### src/rtl/invsqrt_lut_loader.sv
// invsqrt_lut_loader: streams DEPTH inverse-square-root LUT entries from a
// valid/ready source into a BRAM write port, accumulating a checksum of the
// accepted words. When the last entry lands, the checksum is compared against
// the value captured at start, and lut_ready is raised only on a full,
// matching load.
//
// Handshake: a source beat transfers on a rising edge where s_valid and
// s_ready are both 1. s_ready is high only while loading and only when no
// start is being requested in the same cycle. The source may hold s_valid
// low for any number of cycles; the loader simply waits, with no timeout.
module invsqrt_lut_loader #(
  parameter int WIDTH  = 32,
  parameter int DEPTH  = 4096,
  parameter int ADDR_W = 12
) (
  input  logic              clk,
  input  logic              rst,
  input  logic              start,
  input  logic [WIDTH-1:0]  exp_sum,
  input  logic              s_valid,
  input  logic [WIDTH-1:0]  s_data,
  output logic              s_ready,
  output logic              wr_en,
  output logic [ADDR_W-1:0] wr_addr,
  output logic [WIDTH-1:0]  wr_data,
  output logic              busy,
  output logic [ADDR_W:0]   count,
  output logic              done,
  output logic              err,
  output logic              lut_ready
);

  localparam logic [1:0] ST_IDLE  = 2'd0;
  localparam logic [1:0] ST_LOAD  = 2'd1;
  localparam logic [1:0] ST_CHECK = 2'd2;

  // Index of the final table entry; accepting it ends the load so the
  // index never wraps and wr_addr never exceeds DEPTH-1.
  localparam logic [ADDR_W-1:0] LAST_IDX = ADDR_W'(DEPTH - 1);

  logic [1:0]        state;
  logic [ADDR_W-1:0] index;
  logic [WIDTH-1:0]  sum;
  logic [WIDTH-1:0]  exp_reg;
  logic              accept;

  // A start request in LOAD takes priority over any beat offered that cycle.
  assign s_ready = (state == ST_LOAD) && !start;
  assign accept  = s_valid && s_ready;
  assign busy    = (state == ST_LOAD) || (state == ST_CHECK);

  // Control FSM, running checksum, beat counter and status flags.
  always_ff @(posedge clk or posedge rst) begin
    if (rst) begin
      state     <= ST_IDLE;
      index     <= '0;
      sum       <= '0;
      exp_reg   <= '0;
      count     <= '0;
      done      <= 1'b0;
      err       <= 1'b0;
      lut_ready <= 1'b0;
    end else begin
      done <= 1'b0;
      case (state)
        ST_IDLE: begin
          if (start) begin
            // Table is invalid from the moment a reload begins.
            state     <= ST_LOAD;
            index     <= '0;
            sum       <= '0;
            count     <= '0;
            exp_reg   <= exp_sum;
            lut_ready <= 1'b0;
            err       <= 1'b0;
          end
        end
        ST_LOAD: begin
          if (start) begin
            // Abort the partial load and begin again from entry 0.
            index     <= '0;
            sum       <= '0;
            count     <= '0;
            exp_reg   <= exp_sum;
            lut_ready <= 1'b0;
            err       <= 1'b0;
          end else if (accept) begin
            sum   <= sum + s_data;
            count <= count + 1'b1;
            if (index == LAST_IDX) begin
              state <= ST_CHECK;
            end else begin
              index <= index + 1'b1;
            end
          end
        end
        ST_CHECK: begin
          // Single verdict cycle; start requests here are ignored.
          state     <= ST_IDLE;
          done      <= 1'b1;
          lut_ready <= (sum == exp_reg);
          err       <= (sum != exp_reg);
        end
        default: begin
          state <= ST_IDLE;
        end
      endcase
    end
  end

  // Registered BRAM write port: one write per accepted beat, one cycle later.
  always_ff @(posedge clk or posedge rst) begin
    if (rst) begin
      wr_en   <= 1'b0;
      wr_addr <= '0;
      wr_data <= '0;
    end else begin
      wr_en <= accept;
      if (accept) begin
        wr_addr <= index;
        wr_data <= s_data;
      end
    end
  end

endmodule
### config.mk
export PLATFORM = sky130hd
export DESIGN_NAME = invsqrt_lut_loader
export DESIGN_NICKNAME = d
export VERILOG_FILES = /design/src/rtl/invsqrt_lut_loader.sv
export SDC_FILE = /design/constraint.sdc
export NUM_CORES = 1
export LEC_CHECK = 0
export CORE_MARGIN = 5
export CORE_UTILIZATION = 43
export CTS_BUF_LIST = sky130_fd_sc_hd__clkbuf_4 sky130_fd_sc_hd__clkbuf_8
export DETAILED_ROUTE_END_ITERATION = 10
export GPL_ROUTABILITY_DRIVEN = 0
export PLACE_DENSITY = 0.76
export RECOVER_POWER = 50
export SLEW_MARGIN = 5
export SYNTH_ARGS = -nofsm -noshare
export SYNTH_HDL_FRONTEND = slang
export SYNTH_SLANG_ARGS = --single-unit
export TNS_END_PERCENT = 20
### constraint.sdc
create_clock -name clk -period 6.1 [get_ports clk]
set_input_delay 1.22 -clock clk [delete_from_list [all_inputs] [get_ports clk]]
set_output_delay 1.22 -clock clk [all_outputs]
set_load 0.01 [all_outputs]
-- Word level (Yosys, flattened, before mapping)
Cells that the tools add are included.
W data, S select, Z words.
- bits in writable memories: 0
- output and inout bits: 63
- input bits: 68
- memories: 0
- register bits: 139
- word-level logic and storage cells: 61
- latch bits: 0
- bits in read-only memories: 0
- muxes and demuxes: 22
- reductions and logical operators: 13
- equality and inequality tests: 12
- add/subtract/negate cells: 3
- multipliers: 0
- bitwise operators: 0
- div/mod/pow operators: 0
- order comparisons: 0
- shift operators: 0
- operators by type and width (operator ; count):
    $mux W32 ; 3
    $pmux W32 S2 ; 1
    $mux W12 ; 4
    $mux W13 ; 3
    $add A32 B32 Y32 ; 1
    $eq A32 B32 Y1 ; 1
    $ne A32 B32 Y1 ; 1
    $pmux W13 S2 ; 1
    $pmux W12 S2 ; 1
    $add A13 B1 Y13 const B ; 1
    $add A12 B1 Y12 const B ; 1
    $eq A12 B12 Y1 const B ; 1
    $mux W2 ; 4
    $reduce_and A4 Y1 ; 2
    $ne A2 B2 Y1 const B ; 3
    $ne A3 B3 Y1 const B ; 2
    $ne A2 B1 Y1 const B ; 2
    $pmux W1 S2 ; 2
    $pmux W2 S2 ; 1
    $reduce_and A2 Y1 ; 2
    $reduce_bool A2 Y1 ; 2
    $reduce_and A3 Y1 ; 1
    $eq A2 B1 Y1 const B ; 1
    $eq A2 B2 Y1 const B ; 1
    6 further kinds ; 8

-- Longest topological paths before layout
- depth in word-level cells: 6
- depth in mapped cells: 11
- mapped depth without buffers: 11

-- Worst setup path after synthesis
Ideal clock, no wire load.
- path type: input to register
- from: input s_data[0]
- to: register sum[30]
- arrival: 3.498 ns
- setup time: 0.122 ns
- path slack: 2.481 ns
- required time: 5.978 ns
- stages: 11
- path buffers: 0
- cell sequence: ha_1 inv_1 fa_1 and2b_1 o2111ai_2 a32o_2 o2111ai_4 nand4_4 a2111oi_4 o31ai_1 a32o_1
- longest elaborated chain between the ends: 4
- ends and longest elaborated chain (element ; RTL line ; text):
    start: declaration ; 21 ; input logic [WIDTH-1:0] s_data,
    $add A32 B32 Y32 ; 88 ; sum <= sum + s_data;
    $mux W32 ; 87 ; end else if (accept) begin
    $mux W32 ; 79 ; if (start) begin
    $pmux W32 S2 ; 65 ; case (state)
    end signal: assignment ; 88 ;
    end: declaration ; 43 ; logic [WIDTH-1:0] sum;
No other way between the ends. The select of a mux whose other input is x is not followed.
A chain may end at the register's enable or synchronous reset.

-- Final worst setup path
- from: input start
- to: output s_ready
- longest elaborated chain between the ends: 2
- ends and longest elaborated chain (element ; RTL line ; text):
    start: declaration ; 18 ; input logic start,
    $logic_not A1 Y1 ; 48 ; assign s_ready = (state == ST_LOAD) && !start;
    $logic_and A1 B1 Y1 ; 48 ;
    end: declaration ; 22 ; output logic s_ready,
No other way between the ends.

==> results.toml <==
[yosys]
synth_cell_types = 65
synthCells = 766
yosysSeqAreaShare = 0.463
yosys_warnings = 0
yosys_most_used_dff = "dfrtp_1"
synth_edf_count = 0
async_reset_ff_frac = 1.00
syn_avg_cell_area_um2 = 9.80
netlist_area_mm2 = 0.00751
ys_seq_elements = 139
syn_nets = 871

[final_layout]
diodes = 0
num-nets-final = 1000
design_area_mm2 = 0.00939
drive_above_1_share = 0.106
final_util = 0.545
final_common_cell = "nand2_1"
area_growth_pct = 25.1
multi_input_area_mm2 = 0.00382
final_cell_mix = "nand2_1, dfrtp_1, clkdlybuf4s50_1"
seqCellArea_mm2 = 0.00348
n_fill_cell = 1551

[clock_tree]
cts_sinks = 139
cts_tree = "done"
holdBufCountCts = 0
clkTransAtPathRegs_ns = 0.07
post_cts_buffers = 0
numCtsBuffers = 17
cts_htree_levels = 4
post_cts_resized = 0
cts_root_buf = "clkbuf_8"
worstSkewPairLatency_ns = 0.44
clock_path_buffers = 2

[worst_setup_path]
worstPathArrival_ns = 2.93
startpoint_type = "primary input"
crit_slowest_cell = "dlygate4sd3_1"
crit_type = "primary input to output port"
cpLargestDelayFamily = "buffers and inverters"
crit_chain = "dlygate4sd3_1 -> nor2b_1 -> clkdlybuf4s50_1"
crit_path_max_fanout = 7
required_ns = 4.88
slowest_delay_ns = 0.65
path_buf_inv = 2
critical_path.endpoint_type = "output port"

[job]
cap_violations = 2

[place]
port-buffer-count = 130
placed_cell_area_mm2 = 0.00905
preCtsSetupSlack_ns = 1.79
dp_hpwl_um = 13800

[floorplanning]
die_y_um = 142
die_w_um = 142
start_util = 0.436
rows = 48
core-area_mm2 = 0.0172
die-area_mm2 = 0.0202
pin_count = 131

[pwr]
powerDensity_mw_per_mm2 = 366
internal_power_mw = 2.17
seqPwrFrac = 0.398
p_leak_nw = 4.33
switching_share = 0.369
power.switching_mw = 1.27
pwr-share-clk = 0.206
vdd_drop_max_mv = 0.181
pwr-share-comb = 0.396

[sta]
min_period_over_period = 0.681
fin_worst_skew_ns = 0.0140
tightest_slew_ns = 1.70
timing.fmax_mhz = 241
hold_viol = 0
maxSlewHeadroom = -0.131
final.setup.worst_slack_ns = 1.95
slew_violations = 62
fin_crit_ns = 4.15
finalSetupViolCount = 0
rsz0062_at_grt = "no"
setup-tns-final_ns = 0

[global_route]
grt_max_degree = 99
gr-total-overflow = 0
grt_pass1_vias = 6069
grt_usage = 0.190
grt_pass1_wl_um = 30800
grt_antenna_before_repair = 0

[detailed_routing]
vias_per_cell = 5.33
ant_nets = 0
remaining_drc_errors = 0
avgRoutedWirePerCell_um = 16.6
drtPass1Iterations = 7
vias = 6030
drtIter0Drc = 444
wirelength_um = 18800

[outcome]
violations = "max-capacitance violations, max-slew violations"
outcome = "complete, but fails checks"

[hold_path]
hp-class = "flip-flop to flip-flop"
-- cell families (layout without fill, tap and decap cells) --
| family | count (synthesis) | count (layout) | synth area share |
|---|---|---|---|
| XOR/XNOR | 72 | 72 | 0.0840 |
| AO/OA/AOI/OAI | 146 | 146 | 0.136 |
| flip-flops | 139 | 139 | 0.463 |
| multiplexers | 43 | 43 | 0.0643 |
| adder cells (fa/ha/maj) | 37 | 37 | 0.0627 |
| buffers and inverters | 53 | 194 | 0.0275 |
| AND/OR/NAND/NOR | 276 | 276 | 0.162 |
-- final timing paths --
kind	slack, ns	start	end	depth (start not counted)
worst max-delay path	1.95	start	s_ready	3
worst min-delay path	0.49	wr_addr[8]	wr_addr[8]	2
worst max register to register	3.11	state[1]	sum[25]	8
worst min register to register	0.49	wr_addr[8]	wr_addr[8]	2
max in group asynchronous	3.54	rst	count[1]	3
min in group asynchronous	1.45	rst	count[12]	2
-- Yosys cell counts (all sizes together) (6+ instances only) --
cell type	n	area, um^2
clkbuf	25	93.8
or3	9	56.3
a21oi	30	173
inv	27	101
ha	36	450
xnor2	15	131
o211ai	6	50.1
nor4	8	50.1
nand4	11	83.8
a21o	7	52.6
mux2	42	473
nor3	8	40.0
xor2	57	499
o21a	7	52.6
o21ai	49	249
nor2	47	176
nand3	19	95.1
dfrtp	139	3480
nand2	153	574
-- final cells by class --
type	instances	area share
clock inverters	8	0.00746
clock buffers	23	0.0310
inverters	27	0.0113
multi-input cells	574	0.407
well taps	225	0.0300
repair buffers	136	0.143
flip-flops and latches	139	0.370
-- power groups by stage --
stage	Sequential, mW	Combinational (mW)	Clock [mW]
2_1_floorplan	1.41	0.826	0
3_3_place_gp	1.38	1.39	0
3_5_place_dp	1.39	1.41	0
4_1_cts	1.37	1.42	0.730
5_1_grt	1.41	1.50	0.770
6_report	1.37	1.36	0.707
-- layer usage --
metal | GRT usage | routed length, um | up-vias
met2 | 0.300 | 8860 | 162
met1 | 0.258 | 8460 | 2897
met4 | 0.0682 | 426 | 0
met5 | 0 | 0 | -
met3 | 0.0413 | 1030 | 33
li1 | - | - | 2938
-- per-stage QoR --
stage	power [mW]	std cells	hold WS (ns)
final	3.43	1132	0.491
after global routing	3.68	1132	0.516
after CTS	3.52	1132	0.498
after detailed placement	2.80	1101	0.481
after global placement	2.77	1101	0.472
after floorplan	2.24	766	0.465
-- worst register-to-register path: cells and delay by family, from the launching register on --
family,cells,cell delay [ns]
simple gates,5,1.85
mux,1,0.32
fa+ha+maj,1,0.26
flops,1,0.40
buf+inv,1,0.09
Note: power is estimated with default switching activity, not from simulation.
